--- src/rtl/fpu_pkg.sv ---
// Shared encodings for the FPU sequencer: op codes, state codes, default latencies.
package fpu_pkg;

  localparam logic [1:0] FOP_ADD = 2'd0;
  localparam logic [1:0] FOP_SUB = 2'd1;
  localparam logic [1:0] FOP_MUL = 2'd2;
  localparam logic [1:0] FOP_DIV = 2'd3;

  localparam int unsigned LAT_ADD_DEF = 2;
  localparam int unsigned LAT_MUL_DEF = 3;
  localparam int unsigned LAT_DIV_DEF = 12;

  localparam logic [3:0] ST_IDLE  = 4'd0;
  localparam logic [3:0] ST_LATCH = 4'd1;
  localparam logic [3:0] ST_EXEC  = 4'd2;
  localparam logic [3:0] ST_NORM  = 4'd3;
  localparam logic [3:0] ST_WB    = 4'd4;
  localparam logic [3:0] ST_ERR   = 4'd5;

  typedef enum logic [3:0] {
    StIdle  = ST_IDLE,
    StLatch = ST_LATCH,
    StExec  = ST_EXEC,
    StNorm  = ST_NORM,
    StWb    = ST_WB,
    StErr   = ST_ERR
  } fpu_state_e;

  typedef struct packed {
    logic op_latch;
    logic exec_en;
    logic norm_en;
    logic fpuw;
    logic done;
  } fpu_ctrl_t;

  // Counter preload: EXEC runs for (count + 1) cycles.
  function automatic logic [3:0] lat_m1(input int unsigned lat);
    return 4'(lat - 1);
  endfunction

endpackage

--- src/rtl/fpu_lat_counter.sv ---
// Loadable 4-bit down-counter that holds at zero.
module fpu_lat_counter (
  input  logic       clk,
  input  logic       reset,
  input  logic       load,
  input  logic [3:0] load_val,
  input  logic       dec,
  output logic       zero
);

  logic [3:0] count_q;

  always_ff @(posedge clk or negedge reset) begin
    if (!reset) begin
      count_q <= 4'd0;
    end else if (load) begin
      count_q <= load_val;
    end else if (dec && (count_q != 4'd0)) begin
      count_q <= count_q - 4'd1;
    end
  end

  assign zero = (count_q == 4'd0);

endmodule

--- src/rtl/fpu_seq_ctrl.sv ---
// Multicycle FPU sequencer: LATCH -> EXEC (per-op latency) -> NORM -> WB.
// Optional FPU_EXC_TRAP_EN adds an ERR state and exc_trap output instead of writing back.
module fpu_seq_ctrl
  import fpu_pkg::*;
#(
  parameter int unsigned LAT_ADD = LAT_ADD_DEF,
  parameter int unsigned LAT_MUL = LAT_MUL_DEF,
  parameter int unsigned LAT_DIV = LAT_DIV_DEF
) (
  input  logic       clk,
  input  logic       reset,
  input  logic       start,
  input  logic [1:0] fop,
  input  logic       flush,
  input  logic       dp_exc,
  output logic       OpLatch,
  output logic       ExecEn,
  output logic [1:0] FpOp,
  output logic       NormEn,
  output logic       FPUW,
  output logic       busy,
  output logic       stall,
  output logic       done,
  output logic       exc_sticky,
  output logic       err_overrun
`ifdef FPU_EXC_TRAP_EN
  ,
  output logic       exc_trap
`endif
);

  fpu_state_e state_q, state_d;
  logic [1:0] fop_q;
  logic       overrun_q, exc_q;
  logic [3:0] lat_load;
  logic       cnt_zero;
  fpu_ctrl_t  ctrl;

  always_comb begin
    lat_load = lat_m1(LAT_ADD);
    unique case (fop_q)
      FOP_MUL: lat_load = lat_m1(LAT_MUL);
      FOP_DIV: lat_load = lat_m1(LAT_DIV);
      default: lat_load = lat_m1(LAT_ADD);
    endcase
  end

  fpu_lat_counter u_lat_counter (
    .clk      (clk),
    .reset    (reset),
    .load     (state_q == StLatch),
    .load_val (lat_load),
    .dec      (state_q == StExec),
    .zero     (cnt_zero)
  );

  always_comb begin
    state_d = state_q;
    case (state_q)
      StIdle:  if (start) state_d = StLatch;
      StLatch: state_d = StExec;
      StExec:  if (cnt_zero) state_d = StNorm;
`ifdef FPU_EXC_TRAP_EN
      StNorm:  state_d = dp_exc ? StErr : StWb;
      StErr:   state_d = StIdle;
`else
      StNorm:  state_d = StWb;
`endif
      StWb:    state_d = StIdle;
      default: state_d = StIdle;
    endcase
    if (flush) state_d = StIdle;
  end

  always_ff @(posedge clk or negedge reset) begin
    if (!reset) begin
      state_q   <= StIdle;
      fop_q     <= FOP_ADD;
      overrun_q <= 1'b0;
      exc_q     <= 1'b0;
    end else begin
      state_q <= state_d;
      if ((state_q == StIdle) && start && !flush) fop_q <= fop;
      if (start && (state_q != StIdle)) overrun_q <= 1'b1;
      if ((state_q == StNorm) && dp_exc) exc_q <= 1'b1;
    end
  end

  // A flush in the WB/ERR cycle must also kill the write and completion pulse.
  always_comb begin
    ctrl = '0;
    case (state_q)
      StLatch: ctrl.op_latch = 1'b1;
      StExec:  ctrl.exec_en  = 1'b1;
      StNorm:  ctrl.norm_en  = 1'b1;
      StWb: begin
        ctrl.fpuw = 1'b1;
        ctrl.done = 1'b1;
      end
`ifdef FPU_EXC_TRAP_EN
      StErr:   ctrl.done = 1'b1;
`endif
      default: ctrl = '0;
    endcase
    if (flush) begin
      ctrl.fpuw = 1'b0;
      ctrl.done = 1'b0;
    end
  end

  assign OpLatch     = ctrl.op_latch;
  assign ExecEn      = ctrl.exec_en;
  assign NormEn      = ctrl.norm_en;
  assign FPUW        = ctrl.fpuw;
  assign done        = ctrl.done;
  assign FpOp        = fop_q;
  assign busy        = (state_q != StIdle);
  assign stall       = start | busy;
  assign exc_sticky  = exc_q;
  assign err_overrun = overrun_q;
`ifdef FPU_EXC_TRAP_EN
  assign exc_trap    = (state_q == StErr) && !flush;
`endif

endmodule
--- config.mk ---
export PLATFORM = sky130hd
export DESIGN_NAME = fpu_seq_ctrl
export DESIGN_NICKNAME = d
export VERILOG_FILES = /design/src/rtl/fpu_pkg.sv /design/src/rtl/fpu_lat_counter.sv /design/src/rtl/fpu_seq_ctrl.sv
export SDC_FILE = /design/constraint.sdc
export NUM_CORES = 1
export LEC_CHECK = 0
export CAP_MARGIN = 30
export CORE_AREA = 4 4 41 43
export DETAILED_ROUTE_END_ITERATION = 6
export DIE_AREA = 0 0 45 47
export DONT_BUFFER_PORTS = 1
export SYNTH_ARGS = -nofsm -noshare
export SYNTH_HDL_FRONTEND = slang
export SYNTH_SLANG_ARGS = --single-unit
export TNS_END_PERCENT = 10
--- constraint.sdc ---
create_clock -name clk -period 1.7 [get_ports clk]
set_clock_uncertainty 0.2 [all_clocks]
set_input_delay 0.17 -clock clk [delete_from_list [all_inputs] [get_ports clk]]
set_output_delay 0.17 -clock clk [all_outputs]
set_load 0.005 [all_outputs]
==> flow_summary.rst <==
.. list-table::
   :header-rows: 1

   * - Metric
     - Value
   * - Slew margin rel.
     - 67.9%
   * - Total clock buffers created by CTS
     - 3
   * - Crit path max-delay family
     - simple AND/OR/NAND/NOR gates
   * - Arrival time at the worst endpoint
     - 1.45 ns
   * - Beginning of the worst register-to-register path
     - u_lat_counter.count_q[0]$_DFFE_PN0P_
   * - Max-slew violations
     - 0
   * - Flop2flop setup slack
     - -0.01 ns
   * - Port bufs
     - 0
   * - 1st-iter DRT viols
     - 13
   * - Type of the worst setup path
     - reg2out
   * - Unrepaired setup endpoints after global routing
     - yes
   * - Nature of the critical path startpoint
     - flip-flop
   * - Number of buffer and inverter instances along the worst setup path
     - 1
   * - Cell types with the largest area share after synthesis
     - sky130_fd_sc_hd__dfrtp_1 49%, sky130_fd_sc_hd__ha_1 4.5%, sky130_fd_sc_hd__mux2_2 4.0%, sky130_fd_sc_hd__or3b_2 3.1%, sky130_fd_sc_hd__a211oi_1 2.7%
   * - Wire length of the first global-routing pass
     - 2.24 mm
   * - Number of top-level pins
     - 18
   * - Max cap viols
     - 0
   * - Capture instance of the worst register-to-register path
     - u_lat_counter.count_q[1]$_DFFE_PN0P_
   * - Number of nets in the layout
     - 85
   * - Cell-by-cell trace of the critical path
     - buf_6 -> or3_4 -> or2_4
   * - Root buffer cell
     - sky130_fd_sc_hd__clkbuf_4
   * - Count of cells along the worst hold path
     - 3
   * - Final-report hold violation count
     - 0
   * - Sinks on the clock net
     - 11
   * - Maximum frequency from static timing analysis
     - 549 MHz
   * - Worst vdd ir
     - 0.686 mV
   * - H-tree Lvls
     - 1
   * - DRC violations left
     - 0
   * - Aggregate global-route resource usage
     - 14.8%
   * - Post-synthesis to final-layout area growth
     - 46.4%
   * - Critical path's largest stage delay
     - 0.43 ns
   * - Worst-path maximum fanout
     - 4
   * - Clock-pin slew on the worst setup and hold paths
     - 0.08 ns
   * - Maximum number of pins on one net before global-route repair
     - 12
   * - Endpoint of the worst hold-timing path
     - FpOp[1]$_DFFE_PN0P_
   * - Most area-hungry cell type in the Yosys netlist
     - sky130_fd_sc_hd__dfrtp_1
   * - Type of the most critical hold path
     - in2reg
   * - Clock tree from TritonCTS
     - yes
   * - Avg Inst Size Synth
     - 10.7 um^2
   * - Finished Cell Area
     - 817 um^2
   * - Final cell count without fillers
     - 90
   * - Post-route antenna net violation count
     - 0
   * - Iteration count of the initial detailed-routing pass
     - 4
   * - Fraction of synthesized cell area taken by the top area cell type
     - 49.3%
   * - Clock latency at the later pin of the worst-skew pair
     - 0.27 ns
   * - Aggregate routed wire length
     - 1.34 mm
   * - Source of the worst hold timing path
     - flush
   * - Minimum setup slack in the final design
     - -0.121 ns
   * - Placed inst area
     - 661 um^2
   * - Floorplan die width
     - 45 um
   * - Yosys warnings
     - 0
   * - Leak
     - 0.384 nW
   * - Run status
     - complete, but fails checks
   * - Power per unit of standard cell area
     - 1190 nW/um^2
   * - Flops & latches, synth
     - 11
   * - Crit path time final
     - 1.82 ns
   * - Fraction of final layout cells with drive strength greater than 1
     - 46.7%
   * - Die H
     - 47 um
   * - CP max stage cell
     - sky130_fd_sc_hd__dfrtp_1
   * - Number of antenna violations at the first check in global routing
     - 0
   * - Average wire per cell in the routed design
     - 14.9 um
   * - Fraction of the yosys area taken by sequential cells
     - 49.3%
   * - Distinct cells, synth
     - 29
   * - Routability congestion estimate from global placement
     - 0.746
   * - Depth of the worst register-to-register path
     - 6
   * - Num rows
     - 13
   * - Highest-count cells in the layout ignoring fill and taps
     - 11 x sky130_fd_sc_hd__dfrtp_1, 11 x sky130_fd_sc_hd__buf_4, 6 x sky130_fd_sc_hd__dlygate4sd3_1
   * - Inst Count DP
     - 77
   * - Synth Instances
     - 52
   * - Standard cell core area
     - 1300 um^2
   * - Violated checks
     - negative setup slack
   * - HPWL reported at the end of detailed placement
     - 936 um
   * - Critical Path RT
     - 1.33 ns
   * - Via count of the first global-routing pass
     - 494
   * - Post-detailed-route via-to-cell ratio
     - 5.44
   * - Total nets after synthesis
     - 61
   * - Die ar.
     - 2120 um^2
   * - Netlist area before placement
     - 558 um^2
   * - Routed via count
     - 490
   * - Ratio of final minimum period to clock period
     - 107%
   * - Maximum number of buffers from clock root to sink
     - 2
   * - Endpoint class of the critical path
     - output port
   * - Final number of setup-violating endpoints
     - 9
   * - Antenna diode instance count
     - 0
   * - Worst Max-Slew Pin Slew
     - 0.480 ns
   * - Overflow after GRT
     - 0
   * - Effective utilization at floorplan
     - 42.9%
==> kinds of logic (layout without fill, tap and decap cells) <==
| family | Yosys count | after routing | share of synthesized area [%] |
|---|---|---|---|
| buffers and inverters | 6 | 29 | 4.71 |
| muxes | 3 | 3 | 5.83 |
| and+or+nand+nor | 20 | 20 | 24.0 |
| adders and majority gates | 2 | 2 | 4.48 |
| AOI/OAI and AO/OA | 10 | 10 | 11.7 |
| DFF | 11 | 11 | 49.3 |
==> worst max path at each step <==
stage                                               startpoint                              endpoint  cells past startpoint
after floorplan                         state_q[2]$_DFFE_PN0P_  u_lat_counter.count_q[3]$_DFFE_PN0P_                      3
after global routing                    state_q[1]$_DFFE_PN0P_                                 stall                      3
after global placement    u_lat_counter.count_q[1]$_DFFE_PN0P_  u_lat_counter.count_q[1]$_DFFE_PN0P_                      5
after detailed placement  u_lat_counter.count_q[0]$_DFFE_PN0P_  u_lat_counter.count_q[0]$_DFFE_PN0P_                      5
final                                   state_q[1]$_DFFE_PN0P_                                 stall                      3
after CTS                               state_q[2]$_DFFE_PN0P_                                 stall                      3
==> per-stage QoR <==
stage | hold WS [ns] | TNS [ns] | utilization (%) | setup WS (ns) | total power, W
floorplan | -0.326 | 0 | - | 0.0158 | 0.000573
global placement | -0.325 | -0.0199 | 50.8 | -0.0199 | 0.000705
detailed placement | -0.325 | -0.0841 | 50.8 | -0.0465 | 0.000714
CTS | 0.00200 | -0.169 | 61.4 | -0.0905 | 0.000961
global route | 0.0331 | -0.775 | 62.8 | -0.162 | 0.00103
finish | 0.00562 | -0.250 | 62.8 | -0.121 | 0.000969
==> layout make-up <==
type,count,area [um^2]
clock inverters,1,5.00
flip-flops and latches,11,275
fillers,114,484
multi-input cells,35,288
clock buffers,3,22.5
inverters,4,20.0
repair buffers,21,188
well taps,15,18.8
==> what timing repair did <==
action | in CTS | in global routing
hold buffers | 6 | 0
pin swaps | 2 | 3
hold endpoints to repair | 18 | 0
endpoints found under the setup margin | 8 | 11
resized for setup | 12 | 4
buffers inserted | 2 | 1
==> sequential cells by signal, summed over array words and instances, names as in the netlist <==
register	count
exc_sticky	1
err_overrun	1
FpOp	2
u_lat_counter.count_q	4
state_q	3
==> synth_stat cells <==
cell type,number
sky130_fd_sc_hd__nor3_1,1
sky130_fd_sc_hd__nand4b_1,1
sky130_fd_sc_hd__and2_1,1
sky130_fd_sc_hd__or3b_2,2
sky130_fd_sc_hd__or4_1,1
sky130_fd_sc_hd__or3_2,1
sky130_fd_sc_hd__mux2_2,2
sky130_fd_sc_hd__a31oi_1,1
sky130_fd_sc_hd__nand2_1,2
sky130_fd_sc_hd__dfrtp_1,11
sky130_fd_sc_hd__nor2b_1,1
sky130_fd_sc_hd__o21ai_0,2
sky130_fd_sc_hd__or2_2,1
sky130_fd_sc_hd__and3b_2,1
sky130_fd_sc_hd__nor4b_1,1
sky130_fd_sc_hd__a21o_1,2
sky130_fd_sc_hd__clkbuf_1,1
sky130_fd_sc_hd__or3b_4,1
sky130_fd_sc_hd__inv_1,4
sky130_fd_sc_hd__a211oi_1,2
sky130_fd_sc_hd__buf_4,1
sky130_fd_sc_hd__nand3_1,2
sky130_fd_sc_hd__ha_1,2
sky130_fd_sc_hd__o311ai_0,1
sky130_fd_sc_hd__or3_1,1
sky130_fd_sc_hd__nor2_1,2
sky130_fd_sc_hd__a21oi_1,2
sky130_fd_sc_hd__nor3b_1,1
sky130_fd_sc_hd__mux2i_1,1
==> worst min-delay path, cell delays in order <==
cell and delay [ns]:
sky130_fd_sc_hd__nor2_1 0.02, sky130_fd_sc_hd__nand3_1 0.10, sky130_fd_sc_hd__mux2_2 0.15
==> layer usage <==
layer  share of wire [%]  GRT usage [%]
met1                  43           18.4
met2                  50           23.7
met3                 5.1           4.21
met5                   0              0
met4                 1.3           7.02
==> power by group <==
| part | total (W) | switching, W | internal, W |
|---|---|---|---|
| combinational | 0.000383 | 0.000158 | 0.000225 |
| sequential | 0.000406 | 0.0000692 | 0.000337 |
| clock | 0.000180 | 0.0000934 | 0.0000870 |
No activity file was read; power rests on OpenSTA's default activity.
